<file path="src/rtl/des_pkg.sv">
// Shared constants for the DES S-box sequencer.
// Also holds the table pick helper used by the s_box_N modules.
package des_pkg;

    localparam logic [1:0] ST_IDLE = 2'd0;
    localparam logic [1:0] ST_RUN  = 2'd1;
    localparam logic [1:0] ST_DONE = 2'd2;

    localparam int SBOX_IN_W  = 6;
    localparam int SBOX_OUT_W = 4;
    localparam int NUM_SBOX   = 8;

    // Tables are row-major, entry 0 in the top nibble; row={b5,b0}, col=b4..b1.
    function automatic logic [SBOX_OUT_W-1:0] sbox_pick(
        input logic [255:0]          tbl,
        input logic [SBOX_IN_W-1:0]  b
    );
        logic [5:0] k;
        logic [7:0] lo;
        k  = {b[5], b[0], b[4:1]};
        lo = 8'd252 - {k, 2'b00};
        return tbl[lo +: 4];
    endfunction

endpackage

</file>
<file path="src/rtl/des_sbox_lane.sv">
// One shared lookup lane: all eight S-boxes, output picked by sel.
// sel=0 selects S1, sel=7 selects S8.
module des_sbox_lane
    import des_pkg::*;
(
    input  logic [2:0]            sel,
    input  logic [SBOX_IN_W-1:0]  idx,
    output logic [SBOX_OUT_W-1:0] val
);
    logic [SBOX_OUT_W-1:0] v [NUM_SBOX];

    s_box_1 u_s1 (.idx(idx), .val(v[0]));
    s_box_2 u_s2 (.idx(idx), .val(v[1]));
    s_box_3 u_s3 (.idx(idx), .val(v[2]));
    s_box_4 u_s4 (.idx(idx), .val(v[3]));
    s_box_5 u_s5 (.idx(idx), .val(v[4]));
    s_box_6 u_s6 (.idx(idx), .val(v[5]));
    s_box_7 u_s7 (.idx(idx), .val(v[6]));
    s_box_8 u_s8 (.idx(idx), .val(v[7]));

    assign val = v[sel];
endmodule

</file>
<file path="src/rtl/s_box_1.sv">
// DES S-box 1 lookup.
module s_box_1
    import des_pkg::*;
(
    input  logic [5:0] idx,
    output logic [3:0] val
);
    localparam logic [255:0] TBL = 256'hE4D12FB83A6C5907_0F74E2D1A6CB9538_41E8D62BFC973A50_FC8249175B3EA06D;
    assign val = sbox_pick(TBL, idx);
endmodule

</file>
<file path="src/rtl/s_box_2.sv">
// DES S-box 2 lookup.
module s_box_2
    import des_pkg::*;
(
    input  logic [5:0] idx,
    output logic [3:0] val
);
    localparam logic [255:0] TBL = 256'hF18E6B34972DC05A_3D47F28EC01A69B5_0E7BA4D158C6932F_D8A13F42B67C05E9;
    assign val = sbox_pick(TBL, idx);
endmodule

</file>
<file path="src/rtl/s_box_3.sv">
// DES S-box 3 lookup.
module s_box_3
    import des_pkg::*;
(
    input  logic [5:0] idx,
    output logic [3:0] val
);
    localparam logic [255:0] TBL = 256'hA09E63F51DC7B428_D709346A285ECBF1_D6498F30B12C5AE7_1AD069874FE3B52C;
    assign val = sbox_pick(TBL, idx);
endmodule

</file>
<file path="src/rtl/s_box_4.sv">
// DES S-box 4 lookup.
module s_box_4
    import des_pkg::*;
(
    input  logic [5:0] idx,
    output logic [3:0] val
);
    localparam logic [255:0] TBL = 256'h7DE3069A1285BC4F_D8B56F03472C1AE9_A690CB7DF13E5284_3F06A1D8945BC72E;
    assign val = sbox_pick(TBL, idx);
endmodule

</file>
<file path="src/rtl/s_box_5.sv">
// DES S-box 5 lookup.
module s_box_5
    import des_pkg::*;
(
    input  logic [5:0] idx,
    output logic [3:0] val
);
    localparam logic [255:0] TBL = 256'h2C417AB6853FD0E9_EB2C47D150FA3986_421BAD78F9C5630E_B8C71E2D6F09A453;
    assign val = sbox_pick(TBL, idx);
endmodule

</file>
<file path="src/rtl/s_box_6.sv">
// DES S-box 6 lookup.
module s_box_6
    import des_pkg::*;
(
    input  logic [5:0] idx,
    output logic [3:0] val
);
    localparam logic [255:0] TBL = 256'hC1AF92680D34E75B_AF427C9561DE0B38_9EF528C3704A1DB6_432C95FABE17608D;
    assign val = sbox_pick(TBL, idx);
endmodule

</file>
<file path="src/rtl/s_box_7.sv">
// DES S-box 7 lookup.
module s_box_7
    import des_pkg::*;
(
    input  logic [5:0] idx,
    output logic [3:0] val
);
    localparam logic [255:0] TBL = 256'h4B2EF08D3C975A61_D0B7491AE35C2F86_14BDC37EAF680592_6BD814A7950FE23C;
    assign val = sbox_pick(TBL, idx);
endmodule

</file>
<file path="src/rtl/s_box_8.sv">
// DES S-box 8 lookup.
module s_box_8
    import des_pkg::*;
(
    input  logic [5:0] idx,
    output logic [3:0] val
);
    localparam logic [255:0] TBL = 256'hD2846FB1A93E50C7_1FD8A374C56B0E92_7B419CE206ADF358_21E74A8DFC90356B;
    assign val = sbox_pick(TBL, idx);
endmodule

</file>
<file path="src/rtl/des_sbox_sequencer.sv">
// Time-multiplexed DES S-box stage: eight lookups through
// SBOX_PER_CYCLE shared lanes, valid/ready on both sides.
module des_sbox_sequencer
    import des_pkg::*;
#(
    parameter int SBOX_PER_CYCLE = 1
) (
    input  logic        clk,
    input  logic        rst,
    input  logic        in_valid,
    output logic        in_ready,
    input  logic [47:0] in_data,
    input  logic        flush,
    output logic        out_valid,
    input  logic        out_ready,
    output logic [31:0] out_data,
    output logic        busy
);
    localparam int NUM_STEPS = NUM_SBOX / SBOX_PER_CYCLE;
    localparam int SW = (NUM_STEPS > 1) ? $clog2(NUM_STEPS) : 1;
    localparam logic [SW-1:0] LAST = SW'(NUM_STEPS - 1);

    generate
        if (SBOX_PER_CYCLE != 1 && SBOX_PER_CYCLE != 2 &&
            SBOX_PER_CYCLE != 4 && SBOX_PER_CYCLE != 8) begin : g_bad_p
            $error("SBOX_PER_CYCLE must be 1, 2, 4 or 8");
        end
    endgenerate

    logic [1:0]            state;
    logic [1:0]            nstate;
    logic [SW-1:0]         step;
    logic [47:0]           hold;
    logic [31:0]           res;
    logic [2:0]            lsel [SBOX_PER_CYCLE];
    logic [SBOX_IN_W-1:0]  lidx [SBOX_PER_CYCLE];
    logic [SBOX_OUT_W-1:0] lval [SBOX_PER_CYCLE];

    // Lane j serves S-box step*P+j; S1 chunk sits in the top bits.
    for (genvar j = 0; j < SBOX_PER_CYCLE; j++) begin : g_lane
        assign lsel[j] = 3'(32'(step) * SBOX_PER_CYCLE + j);
        assign lidx[j] = 6'(hold >> (6'd42 - 6'd6 * {3'd0, lsel[j]}));
        des_sbox_lane u_lane (
            .sel (lsel[j]),
            .idx (lidx[j]),
            .val (lval[j])
        );
    end

    always_ff @(posedge clk or posedge rst) begin
        if (rst) state <= ST_IDLE;
        else     state <= nstate;
    end

    always_comb begin
        nstate = state;
        unique case (state)
            ST_IDLE: if (in_valid)     nstate = ST_RUN;
            ST_RUN:  if (step == LAST) nstate = ST_DONE;
            ST_DONE: if (out_ready)    nstate = ST_IDLE;
            default:                   nstate = ST_IDLE;
        endcase
        if (flush) nstate = ST_IDLE;
    end

    always_comb begin
        in_ready  = (state == ST_IDLE) && !rst;
        out_valid = (state == ST_DONE);
        busy      = (state == ST_RUN) || (state == ST_DONE);
        out_data  = res;
    end

    always_ff @(posedge clk or posedge rst) begin
        if (rst) begin
            step <= '0;
            hold <= '0;
            res  <= '0;
        end else if (flush) begin
            step <= '0;
        end else if (state == ST_IDLE && in_valid) begin
            hold <= in_data;
            step <= '0;
        end else if (state == ST_RUN) begin
            for (int j = 0; j < SBOX_PER_CYCLE; j++)
                res[(5'd28 - {lsel[j], 2'b00}) +: 4] <= lval[j];
            step <= (step == LAST) ? '0 : step + 1'b1;
        end
    end
endmodule

</file>
<file path="config.mk">
export PLATFORM = sky130hd
export DESIGN_NAME = des_sbox_sequencer
export DESIGN_NICKNAME = d
export VERILOG_FILES = /design/src/rtl/des_pkg.sv /design/src/rtl/des_sbox_lane.sv /design/src/rtl/s_box_1.sv /design/src/rtl/s_box_2.sv /design/src/rtl/s_box_3.sv /design/src/rtl/s_box_4.sv /design/src/rtl/s_box_5.sv /design/src/rtl/s_box_6.sv /design/src/rtl/s_box_7.sv /design/src/rtl/s_box_8.sv /design/src/rtl/des_sbox_sequencer.sv
export SDC_FILE = /design/constraint.sdc
export NUM_CORES = 1
export LEC_CHECK = 0
export ABC_AREA = 1
export CORE_UTILIZATION = 50
export DETAILED_ROUTE_END_ITERATION = 6
export GPL_ROUTABILITY_DRIVEN = 0
export HOLD_SLACK_MARGIN = 0.05
export PLACE_DENSITY_LB_ADDON = 0.2
export SKIP_LAST_GASP = 1
export SYNTH_ARGS = -nofsm -noshare
export SYNTH_HDL_FRONTEND = slang
export SYNTH_SLANG_ARGS = --single-unit
</file>
<file path="constraint.sdc">
create_clock -name clk -period 10.3 [get_ports clk]
set_input_delay 1.545 -clock clk [delete_from_list [all_inputs] [get_ports clk]]
set_output_delay 1.545 -clock clk [all_outputs]
set_load 0.01 [all_outputs]
</file>
; ---- After elaboration in Yosys (flattened, before gate mapping)
; Index checks and enable logic that the tools add are counted.
[word_totals]
mem_count = 0
romBits = 0
ramBits = 0
register_bits = 85
inputBits = 53
output_inout_bits = 35
latchBits = 0
[classes]
add_sub_neg = 5
n_mul = 1
n_bitwise = 3
shift = 11
n_reduce_logical = 9
eq_ne = 6
div_mod_pow = 0
order_cmp = 1
n_mux = 13
[op_table]
columns = operator, n
row1 = $shiftx A256 B9 Y4 const A, 8
row2 = $shr A48 B6 Y6, 1
row3 = $bwmux W32, 1
row4 = $shift A4 B7 Y32 const A, 1
row5 = $shiftx A4 B7 Y32, 1
row6 = $bmux W4 S3, 1
row7 = $mux W3, 4
row8 = $mux W2, 4
row9 = $mux W4, 2
row10 = $sub A8 B8 Y8 const A, 1
row11 = $neg A5 Y7, 1
row12 = $ne A3 B2 Y1 const B, 2
row13 = $pmux W2 S3, 1
row14 = $reduce_and A3 Y1, 2
row15 = $sub A6 B6 Y6 const A, 1
row16 = $mul A2 B3 Y5 const A, 1
row17 = $sub A5 B5 Y5 const A, 1
row18 = $ge A4 B4 Y1 const B, 1
row19 = $not A3 Y4, 1
row20 = $add A3 B1 Y3 const B, 1
row21 = $eq A3 B3 Y1 const B, 1
row22 = $ne A3 B3 Y1 const B, 1
row23 = $reduce_bool A3 Y1, 1
row24 = $eq A2 B1 Y1 const B, 1
row25 = 7 further kinds, 9

; ---- Logic depth before layout (Yosys ltp)
[logic_depth]
ltp_word = 10
mapped_depth = 29
mapped_depth_nobuf = 26

; ---- By module
; Synthesis repeated with hierarchy kept, for this count alone.
[hier_totals]
hier_cells = 1638
hier_area_um2 = 9902.0
[modules_own_cells]
columns = module, seq_area_each_um2, n_inst, area_per_inst_um2, cells_per_inst
row1 = des_sbox_sequencer, 2127.0, 1, 4797.1, 629
row2 = s_box_5, 0.0, 1, 624.3, 120
row3 = s_box_6, 0.0, 1, 623.1, 118
row4 = s_box_2, 0.0, 1, 618.1, 120
row5 = s_box_1, 0.0, 1, 599.3, 112
row6 = s_box_8, 0.0, 1, 568.0, 110
row7 = s_box_7, 0.0, 1, 551.8, 110
row8 = s_box_3, 0.0, 1, 539.3, 110
row9 = s_box_4, 0.0, 1, 536.8, 102
row10 = des_sbox_lane, 0.0, 1, 444.2, 107

; ---- Least setup slack after synthesis
; No wires, ideal clock.
[synth_timing]
kind = register to register
start = register step[0]
end = register res[15], in the netlist out_data[15]
stages_incl_launch_ff = 28
slack_ns = 5.933
arrival_ns = 4.289
setup_ns = 0.078
period_less_slack_ns = 4.367
cell_sequence = dfrtp_1 -> inv_2 -> buf_2 -> buf_4 -> buf_4 -> ha_1 -> ha_1 -> buf_4 -> clkinv_1 -> clkbuf_1 -> nand3_1 -> nand3_1 -> nand2_1 -> nand2_1 -> nand2_1 -> ha_1 -> inv_1 -> nand3_1 -> buf_2 -> nand3_1 -> nand3_1 -> nand3_1 -> nand3_1 -> nand3_1 -> nand3_1 -> nand2_1 -> nand4_1 -> a21oi_1
[synth_between]
elab_chain_len = 10
word_cells_on_any_way = 21
[synth_rtl]
columns = item, line_no
row1 = "start, declared", des_sbox_sequencer.sv:32  ; logic [SW-1:0] step;
row2 = "start signal, assigned", des_sbox_sequencer.sv:86  ; step <= (step == LAST) ? '0 : step + 1'b1;
row3 = $mul A2 B3 Y5, des_sbox_sequencer.sv:42  ; assign lidx[j] = 6'(hold >> (6'd42 - 6'd6 * {3'd0, lsel[j]}));
row4 = $sub A6 B6 Y6, des_sbox_sequencer.sv:42
row5 = $shr A48 B6 Y6, des_sbox_sequencer.sv:42
row6 = $sub A8 B8 Y8, des_pkg.sv:21  ; lo = 8'd252 - {k, 2'b00};
row7 = $shiftx A256 B9 Y4, des_pkg.sv:22  ; return tbl[lo +: 4];
row8 = $bmux W4 S3, des_sbox_lane.sv:21  ; assign val = v[sel];
row9 = $mux W4 (implied by the code) (2 in series), des_sbox_lane.sv:21
row10 = $shiftx A4 B7 Y32, des_sbox_sequencer.sv:85  ; res[(5'd28 - {lsel[j], 2'b00}) +: 4] <= lval[j];
row11 = $bwmux W32 (*), des_sbox_sequencer.sv:85
row12 = "end signal, assigned by index", des_sbox_sequencer.sv:85
row13 = "end, declared", des_sbox_sequencer.sv:34  ; logic [31:0] res;
; Every way passes the cells marked *; elsewhere a longest branch is shown, timed or not. The select of a mux whose other input is x is not followed.
; A chain may end at the register's enable or synchronous reset.

; ---- Final worst setup path
[layout_timing]
start = register step[0]
end = register res[30], in the netlist out_data[30]
; Same word-level chain as after synthesis.

==> impl_metrics.toml <==
[status]
status = "finished, violations left"
violations = "design-rule violations"

[power_and_ir_drop]
p_comb_share_pct = 71.7
p_int_uw = 1250
ir_drop_mv = 0.186
p_clk_share_pct = 11.6
cellLeakagePower_uw = 0.00412
switching_share_pct = 56.4
share_seq_of_total_power_pct = 16.7
p_switching_uw = 1610
p_per_area_mw_per_mm2 = 336

[die]
pin_count = 88
die_y_microns = 124
dieArea_sq_mm = 0.0154
start_util_pct = 51.1
die_x_microns = 124
core.rowCount = 44
core_area_sq_mm = 0.0145

[detailed_routing]
highest_layer = "met4"
detail-route-antenna-nets = 0
drt-initial-drc-count = 1408
wl_met3_microns = 2780
routed_wl_microns = 23600
wl_met2_microns = 9830
drt-wirelength-per-cell_microns = 17.0
vias_per_cell = 6.16
vias = 8572
drt_pass1_iterations = 7
wl_met1_microns = 9940
drc = 24

[placed_design]
port_buffers = 87
dp_hpwl_microns = 16000
dpl_cell_area_sq_mm = 0.00819

[layout]
final_nets = 1277
mostFrequentLayoutCells = "nand3_1, nand2_1, clkdlybuf4s50_1"
n_antenna_cell = 0
postLayoutCellArea_sq_mm = 0.00850
drive_above_1_share_pct = 5.97
layout_commonest_cell = "nand3_1"
fill_cells = 1459
syn_to_final_growth_pct = 14.4

[setup_path]
reg2reg_depth = 25
worstReg2RegEnd = "out_data[30]$_DFFE_PP0P_"
path_depth = 25
regToRegStartpoint = "step[0]$_DFFE_PP0P_"
slowest_stage = "inv_2"
cp-start-kind = "flop"
cp-end-kind = "flop"
timing.critical_path.to = "out_data[30]$_DFFE_PP0P_"
cp_num_buf_inv = 4
rrSetupSlack_ns = 3.65
crit_fanout = 62
startpoint = "step[0]$_DFFE_PP0P_"
max_stage_delay_ns = 0.76
worstPathRequired_ns = 10.50
critPathArrivalTime_ns = 6.85
crit_type = "reg -> reg"
cp_top_family = "simple AND/OR/NAND/NOR gates"
path_common_cell = "nand2_1"

[global_routing]
grt_usage_pct = 32.1
grt_start_max_net_pins = 86
grt_pass1_wl_microns = 38500
grt_pass1_vias = 7627
grt-ovfl-total = 0
grt_antenna_before_repair = 0

[synth]
synth_warnings = 0
yosysTopAreaCell = "dfrtp_1"
synth.cell_area_sq_mm = 0.00743
synth.distinct_cells = 31
syn_inst = 1171
yosys-top-cells-area = "dfrtp_1, nand3_1, nand2_1"
avgSynthCellArea_sq_um = 6.34
synth_edf_count = 0
synth_nets = 1246
synth-seq-cells = 85
yosysSeqAreaShare_pct = 28.6
synth_top_area_share_pct = 28.6
async_flop_share_pct = 100
synth_ff_type = "dfrtp_1"

[clocking]
insertion_delay_ns = 0.35
ctsHtreeMaxLevel = 3
ctsRootBufferMaster = "clkbuf_16"
cts_resized = 0
cts_hold_buf = 0
ctsLongestPathBuffers = 2
clk_pin_slew_worst_paths_ns = 0.06
cts_tree = "built"
cts_num_sinks = 85
cts_inserted_buffers = 9
postCtsSetupBuffers = 0

[sta]
post-route-min-period_ns = 6.65
holdWs_ns = 0.511
worstMarginPinSlew_ns = 1.25
setup_viol = 0
fin_tns_setup_ns = 0
rsz0062_at_grt = "no"
max_slew_margin_pct = 16.3
max_freq_mhz = 150
report.final.hold_viol_count = 0
final.period_utilization_pct = 64.6
maxSlewViolCount = 0
finClkSkew_ns = 0.00656

[flow_run]
cap_violations = 0

[hold_path]
hp-class = "reg -> reg"
-- logic make-up after synthesis --
group           count (synthesis)  synth area share, %
buf+inv                       138                 8.66
fa+ha+maj                      22                 3.81
flops                          85                 28.6
simple gates                  814                 49.1
mux                            23                 3.49
compound gates                 89                 6.32
-- final cells by class --
class / count / area, sq um / share of cell area (%)
clock inverter: 6 / 67.6 / 0.795
inverter: 63 / 238 / 2.80
multi-input combinational: 948 / 4660 / 54.9
sequential: 85 / 2130 / 25.0
timing repair buffer: 95 / 931 / 11.0
clock buffer: 10 / 239 / 2.81
tap: 184 / 230 / 2.71
-- synthesized netlist by cell type (all sizes together) (6+ instances only) --
cell type / n
clkbuf: 19
o21ai: 20
dfrtp: 85
inv: 61
nand2: 331
o211ai: 6
a21oi: 58
mux2: 23
nor3: 7
ha: 21
nor2: 65
nand4: 8
nand3: 399
buf: 56
-- worst reg2reg max path: stages, from the launching register on --
cell      delay (ns)
dfrtp_2         0.40
inv_2           0.76
ha_1            0.39
buf_4           0.26
ha_1            0.73
clkinv_1        0.59
nand3_1         0.26
nand3_1         0.11
nand2_1         0.08
nand2_1         0.04
nand2_1         0.23
ha_1            0.35
inv_1           0.17
nand3_1         0.51
nand2_1         0.23
nand2_1         0.17
nand2_1         0.18
nand2_1         0.12
nand2_1         0.11
nand2_1         0.05
nand3_1         0.10
nand3_1         0.09
nand3_1         0.12
nand2_1         0.17
nand4_1         0.16
a21oi_1         0.10
-- flip-flops by register name, summed over array words and instances, names as in the netlist --
signal,cells
step,3
hold,48
out_data,32
state,2
-- per-layer routing --
metal / vias up / track usage [%]
met4: 0 / 17.0
met5: - / 0
met2: 602 / 44.9
met3: 123 / 8.06
met1: 3825 / 45.2
li1: 4022 / -
-- worst min-delay path by stage --
stage               cells past startpoint                 endpoint                     from  slack, ns
floorplan                               1      hold[0]$_DFFE_PP0P_      hold[0]$_DFFE_PP0P_       0.48
global placement                        2  out_data[1]$_DFFE_PP0P_  out_data[1]$_DFFE_PP0P_       0.49
detailed placement                      1      hold[1]$_DFFE_PP0P_      hold[1]$_DFFE_PP0P_       0.51
CTS                                     1      hold[1]$_DFFE_PP0P_      hold[1]$_DFFE_PP0P_       0.52
global route                            1      hold[0]$_DFFE_PP0P_      hold[0]$_DFFE_PP0P_       0.54
finish                                  2  out_data[1]$_DFFE_PP0P_  out_data[1]$_DFFE_PP0P_       0.51
-- stage by stage --
step / cells / total power [uW] / util, % / worst slack, ns
floorplan: 1171 / 1950 / - / 5.93
global placement: 1375 / 2420 / 56.4 / 3.92
detailed placement: 1375 / 2410 / 56.4 / 3.90
CTS: 1391 / 2760 / 58.5 / 3.87
global route: 1391 / 3070 / 58.5 / 3.17
finish: 1391 / 2860 / 58.5 / 3.65
-- power groups by stage --
stage	sequential (uW)	combinational (uW)	clock (uW)
6_report	477	2050	333
5_1_grt	486	2230	352
4_1_cts	476	1940	340
3_5_place_dp	479	1930	0
3_3_place_gp	478	1940	0
2_1_floorplan	472	1480	0
Power figures use the tool's default switching activity.
